$ cat src/rtl/wordle_score_ctrl_if.sv
// Handshake and data bundle between a requester and wordle_score_ctrl.
// The master drives the guess/answer request; the slave returns the score.
interface wordle_score_ctrl_if;
    logic        Start;
    logic [39:0] guess;
    logic [39:0] answer;
    logic        busy;
    logic        done;
    logic [9:0]  result;
    logic        win;

    modport master (
        output Start, guess, answer,
        input  busy, done, result, win
    );

    modport slave (
        input  Start, guess, answer,
        output busy, done, result, win
    );
endinterface

$ cat src/rtl/wordle_score_ctrl.sv
// Sequential Wordle scorer: five green-pass cycles, then five yellow-pass cycles,
// then a one-cycle done pulse.
//
// state  | meaning
// IDLE   | waiting for Start; result/win hold the last score
// GREEN  | exact-position match for letter idx, one letter per cycle
// YELLOW | lowest unused answer letter match for letter idx
// DONE   | done pulse; result and win are final
module wordle_score_ctrl (
    input  logic                 Clk,
    input  logic                 reset,
    wordle_score_ctrl_if.slave   bus
);
    typedef enum logic [1:0] {IDLE, GREEN, YELLOW, DONE} state_t;

    state_t      state;
    logic [2:0]  idx;
    logic [4:0]  used_q;
    logic [39:0] guess_q;
    logic [39:0] answer_q;
    logic [9:0]  result_q;
    logic        busy_q;
    logic        done_q;
    logic        win_q;

    logic [7:0]  cur_guess;
    logic [7:0]  cur_answer;
    logic [1:0]  cur_score;
    logic        hit;
    logic [2:0]  hit_j;
    logic [9:0]  result_green;
    logic [4:0]  used_green;
    logic [9:0]  result_yellow;
    logic [4:0]  used_yellow;

    function automatic logic [7:0] byte_at(input logic [39:0] w, input logic [2:0] i);
        case (i)
            3'd0:    return w[39:32];
            3'd1:    return w[31:24];
            3'd2:    return w[23:16];
            3'd3:    return w[15:8];
            default: return w[7:0];
        endcase
    endfunction

    function automatic logic [1:0] score_at(input logic [9:0] r, input logic [2:0] i);
        case (i)
            3'd0:    return r[9:8];
            3'd1:    return r[7:6];
            3'd2:    return r[5:4];
            3'd3:    return r[3:2];
            default: return r[1:0];
        endcase
    endfunction

    always_comb begin
        cur_guess     = byte_at(guess_q, idx);
        cur_answer    = byte_at(answer_q, idx);
        cur_score     = score_at(result_q, idx);
        hit           = 1'b0;
        hit_j         = 3'd0;
        result_green  = result_q;
        used_green    = used_q;
        result_yellow = result_q;
        used_yellow   = used_q;

        // Scan downwards so the lowest matching unused position wins.
        for (int j = 4; j >= 0; j--) begin
            if (!used_q[j] && byte_at(answer_q, 3'(j)) == cur_guess) begin
                hit   = 1'b1;
                hit_j = 3'(j);
            end
        end

        for (int i = 0; i < 5; i++) begin
            if (idx == 3'(i)) begin
                if (cur_guess == cur_answer) begin
                    result_green[9-2*i -: 2] = 2'b10;
                    used_green[i]            = 1'b1;
                end
                if (cur_score != 2'b10 && hit) begin
                    result_yellow[9-2*i -: 2] = 2'b01;
                    used_yellow[hit_j]        = 1'b1;
                end
            end
        end
    end

    always_ff @(posedge Clk or posedge reset) begin
        if (reset) begin
            state    <= IDLE;
            idx      <= 3'd0;
            used_q   <= 5'd0;
            guess_q  <= 40'd0;
            answer_q <= 40'd0;
            result_q <= 10'd0;
            busy_q   <= 1'b0;
            done_q   <= 1'b0;
            win_q    <= 1'b0;
        end else begin
            case (state)
                IDLE: begin
                    busy_q <= 1'b0;
                    done_q <= 1'b0;
                    if (bus.Start) begin
                        guess_q  <= bus.guess;
                        answer_q <= bus.answer;
                        result_q <= 10'd0;
                        used_q   <= 5'd0;
                        idx      <= 3'd0;
                        win_q    <= 1'b0;
                        busy_q   <= 1'b1;
                        state    <= GREEN;
                    end
                end
                GREEN: begin
                    result_q <= result_green;
                    used_q   <= used_green;
                    if (idx == 3'd4) begin
                        idx   <= 3'd0;
                        state <= YELLOW;
                    end else begin
                        idx <= idx + 3'd1;
                    end
                end
                YELLOW: begin
                    result_q <= result_yellow;
                    used_q   <= used_yellow;
                    if (idx == 3'd4) begin
                        idx    <= 3'd0;
                        done_q <= 1'b1;
                        // Yellow writes only 01, so all-green is already settled here.
                        win_q  <= (result_q == 10'h2AA);
                        state  <= DONE;
                    end else begin
                        idx <= idx + 3'd1;
                    end
                end
                DONE: begin
                    done_q <= 1'b0;
                    busy_q <= 1'b0;
                    state  <= IDLE;
                end
                default: state <= IDLE;
            endcase
        end
    end

    assign bus.busy   = busy_q;
    assign bus.done   = done_q;
    assign bus.result = result_q;
    assign bus.win    = win_q;
endmodule

$ cat src/flat_wrapper.sv
// flat-port wrapper written by rule: the top's interface ports become plain ports
module wordle_score_ctrl_flat 
  (Clk, reset, bus_Start, bus_guess, bus_answer, bus_busy, bus_done, bus_result, bus_win);
  wordle_score_ctrl_if bus_i ();
  input  logic Clk;
  input  logic reset;
  input wire logic [$bits(bus_i.Start)-1:0] bus_Start;
  input wire logic [$bits(bus_i.guess)-1:0] bus_guess;
  input wire logic [$bits(bus_i.answer)-1:0] bus_answer;
  output wire logic [$bits(bus_i.busy)-1:0] bus_busy;
  output wire logic [$bits(bus_i.done)-1:0] bus_done;
  output wire logic [$bits(bus_i.result)-1:0] bus_result;
  output wire logic [$bits(bus_i.win)-1:0] bus_win;
  assign bus_i.Start = bus_Start;
  assign bus_i.guess = bus_guess;
  assign bus_i.answer = bus_answer;
  assign bus_busy = bus_i.busy;
  assign bus_done = bus_i.done;
  assign bus_result = bus_i.result;
  assign bus_win = bus_i.win;
  wordle_score_ctrl u_core (.Clk(Clk), .reset(reset), .bus(bus_i));
endmodule
$ cat config.mk
export PLATFORM = sky130hd
export DESIGN_NAME = wordle_score_ctrl_flat
export DESIGN_NICKNAME = d
export VERILOG_FILES = /design/src/rtl/wordle_score_ctrl_if.sv /design/src/rtl/wordle_score_ctrl.sv /design/src/flat_wrapper.sv
export SDC_FILE = /design/constraint.sdc
export NUM_CORES = 1
export LEC_CHECK = 0
export CELL_PAD_IN_SITES_DETAIL_PLACEMENT = 1
export CELL_PAD_IN_SITES_GLOBAL_PLACEMENT = 1
export CORE_MARGIN = 1
export CORE_UTILIZATION = 42
export CTS_CLUSTER_SIZE = 20
export DETAILED_ROUTE_END_ITERATION = 16
export GPL_TIMING_DRIVEN = 0
export PLACE_DENSITY = 0.83
export RECOVER_POWER = 50
export SYNTH_ARGS = -nofsm -noshare
export SYNTH_HDL_FRONTEND = slang
export SYNTH_SLANG_ARGS = --single-unit
$ cat constraint.sdc
create_clock -name Clk -period 4.64 [get_ports Clk]
set_input_delay 1.392 -clock Clk [delete_from_list [all_inputs] [get_ports Clk]]
set_output_delay 1.392 -clock Clk [all_outputs]
set_load 0.02 [all_outputs]
==> metrics.md <==
| Metric | Value |
|---|---|
| 1st-iter DRT viols | `around 340` |
| Mapped Area | `about 5600 sq um` |
| HP Class | `reg -> reg` |
| Vias/cell | `around 5.7` |
| Reg2Reg Launch Point | `u_core.idx[0]` |
| FF+latch count, synth | `~100` |
| Pre-CTS setup slack | `around 0.33 ns` |
| DRT Wirelength | `roughly 16000 microns` |
| Worst Setup SP | `u_core.idx[0]` |
| Leakage | `about 2.9 nW` |
| Ant diodes | `0` |
| Vias | `about 4400` |
| Critical Path Fanout Max | `10` |
| Clock Latency Late Sink | `0.36 ns` |
| WL/cell | `roughly 21 microns` |
| Antenna violations before repair | `0` |
| Most frequent cells in the layout | `dfrtp_1 (103), clkdlybuf4s50_1 (91), mux2_2 (80)` |
| Critical Path Start Type | `flop` |
| CTS Buffer Depth | `2` |
| Max Transition Viols Final | `45` |
| Die H | `117 microns` |
| Fillers | `about 1300` |
| Die area | `13800 sq um` |
| P&R area growth vs syn | `27.5%` |
| Mapped Cells | `492` |
| Post-synth EDFFs | `0` |
| DRT antenna net count | `0` |
| Clock Sinks | `~100` |
| Largest net degree at the start of global routing | `60` |
| Dpl hpwl | `between 10000 and 15000 microns` |
| Least-Margin Pin Slew | `between 2 and 2.5 ns` |
| Htree depth | `3` |
| Yosys cell types | `52` |
| Crit path DAT | `around 4.5 ns` |
| Pre-antenna DRT Iters | `6` |
| Total GRT Usage | `between 20% and 30%` |
| Seq/Total Area, Yosys | `a little under half` |
| Worst setup path class | `reg -> reg` |
| Violated checks | `capacitance limit, slew limit` |
| TritonCTS clock tree | `done` |
| Worst clock skew | `about 0.0089 ns` |
| Core area | `12800 sq um` |
| Clock transition at path regs | `about 0.080 ns` |
| Worst hold margin | `slightly above 0.5 ns` |
| Cell Area, Placed | `about 6800 sq um` |
| First-pass GRT wire length | `26000 microns` |
| Worst setup margin | `between 0.3 and 0.4 ns` |
| Minimum clock period | `approximately 4.3 ns` |
| Pwr Density | `816 nW/um^2` |
| Fin crit share | `92.5%` |
| Power Total | `slightly below 0.006 W` |
| GP Congestion | `around 0.89` |
| # port buffers | `between 90 and 100` |
| DRC errors left | `0` |
| Crit. End Element | `flop` |
| Initial core utilization | `between 40% and 50%` |
| Vias in the first global route | `between 4000 and 5000` |
| Global route total overflow | `0` |
| Worst relative slew slack | `-44.1%` |
| Max VDD drop | `0.297 mV` |
| Synth Net Count | `584` |
| Setup bufs post-CTS | `0` |
| CTS Buf Count | `9` |
| Share of layout cells above drive strength 1 | `about a fifth` |
| Hold Vio Cnt, Final | `0` |
| Setup crit end | `u_core.bus.result[5]` |
| CTS hold repair buffers | `0` |
| Die extent in x | `roughly 120 microns` |
| Worst endpoint required time | `a little under 5 ns` |
| R2R depth | `14` |
| Root buf cell | `clkbuf_16` |
| Max-Cap Viols | `1` |
| Final Setup Violations | `0` |
| FF+latch area | `about 2600 sq um` |
| Area of the multi-input gates | `2830 sq um` |
| YS warnings | `0` |
| Capture point of the worst reg-to-reg path | `u_core.bus.result[5]` |
| Post-cts resize count | `0` |
| Commonest non-fill, non-tap cell in the layout | `dfrtp_1` |
| Row cnt | `a little over 40` |
| Nets | `691` |
| Highest clock rate | `0.233 GHz` |
| # IOs | `96` |
| R2r setup slk | `between 0.3 and 0.4 ns` |
| Finished Cell Area | `just over 7000 sq um` |
| FFs w/ async S/R, synth | `100%` |
| Hold Path Cell Cnt | `2` |
| Mapped Avg Cell Area | `roughly 11 sq um` |
| Predominant post-synthesis flop cell | `dfrtp_1` |
| Status | `finished, violations left` |
==> per-stage QoR <==
stage | std cells | util [%] | setup TNS, ns
2_1_floorplan | 492 | - | 0
3_3_place_gp | 759 | 52.8 | -90.52
3_5_place_dp | 760 | 53.1 | 0
4_1_cts | 776 | 55.7 | 0
5_1_grt | 776 | 55.7 | -0.00754
6_report | 776 | 55.7 | 0
==> layer usage <==
layer	wire length [microns]	track usage [%]	share of wire (%)	vias up
li1	-	-	-	1995
met1	6900	30.9	42	2257
met2	8520	45.6	52	132
met3	656	4.63	4.0	31
met4	390	9.79	2.4	0
met5	0	0	0	-
==> logic make-up after synthesis <==
kind of cell / after synthesis / share of synthesized area [%]
flip-flops: 103 / 46.2
adder cells (fa/ha/maj): 9 / 2.02
AO/OA/AOI/OAI: 92 / 12.3
multiplexers: 93 / 19.2
buffers and inverters: 46 / 3.41
AND/OR/NAND/NOR: 100 / 9.23
XOR/XNOR: 49 / 7.69
==> flip-flops by register name (all words and copies together) (netlist names) <==
signal / flops
u_core.state: 2
u_core.answer_q: 40
u_core.bus.busy: 1
u_core.bus.win: 1
u_core.bus.done: 1
u_core.bus.result: 10
u_core.idx: 3
u_core.used_q: 5
u_core.guess_q: 40
==> layout make-up <==
| type | instances | share of cell area [%] |
|---|---|---|
| Multi-Input combinational cell | 343 | 39.7 |
| Sequential cell | 103 | 36.2 |
| Timing Repair Buffer | 96 | 13.7 |
| Clock buffer | 9 | 3.16 |
| Tap cell | 172 | 3.02 |
| Buffer | 25 | 1.56 |
| Clock inverter | 7 | 1.48 |
| Inverter | 21 | 1.12 |
==> worst min path at each step <==
stage / start / endpoint
floorplan: u_core.guess_q[33] / u_core.guess_q[33]
global placement: u_core.bus.busy / u_core.bus.busy
detailed placement: u_core.guess_q[22] / u_core.guess_q[22]
CTS: u_core.bus.busy / u_core.bus.busy
global route: u_core.bus.busy / u_core.bus.busy
finish: u_core.bus.busy / u_core.bus.busy
==> worst max-delay path, stage by stage (launching register included) <==
cell and delay, ns:
dfrtp_1 0.43, inv_1 0.10, ha_1 0.28, clkbuf_1 0.52, clkbuf_1 0.47, a222oi_1 0.21
o21ai_0 0.25, xnor2_1 0.16, nand3_1 0.09, o21ai_0 0.10, nand4_1 0.28, a21oi_2 0.36
clkbuf_1 0.46, a31oi_1 0.18, a211oi_1 0.28
==> synth_stat cells, drive strengths merged (9+ instances only) <==
library cell  number  share of area [%]
clkbuf            14               0.94
xnor2             14                2.2
inv               21                1.4
a222oi            12                2.2
buf               11                1.1
mux2              81                 16
xor2              35                5.5
ha                 9                2.0
a21oi             14                1.3
o21ai             20                1.8
nor2              11               0.74
nand2             42                2.8
dfrtp            103                 46
mux2i             12                2.8
==> report_power, final <==
part           leakage [nW]  switching, W  internal (W)
Clock                 0.158      0.000360      0.000480
Sequential             1.25      0.000395       0.00133
Combinational          1.50       0.00180       0.00144
Total                  2.91       0.00255       0.00325
Power figures use the tool's default switching activity.
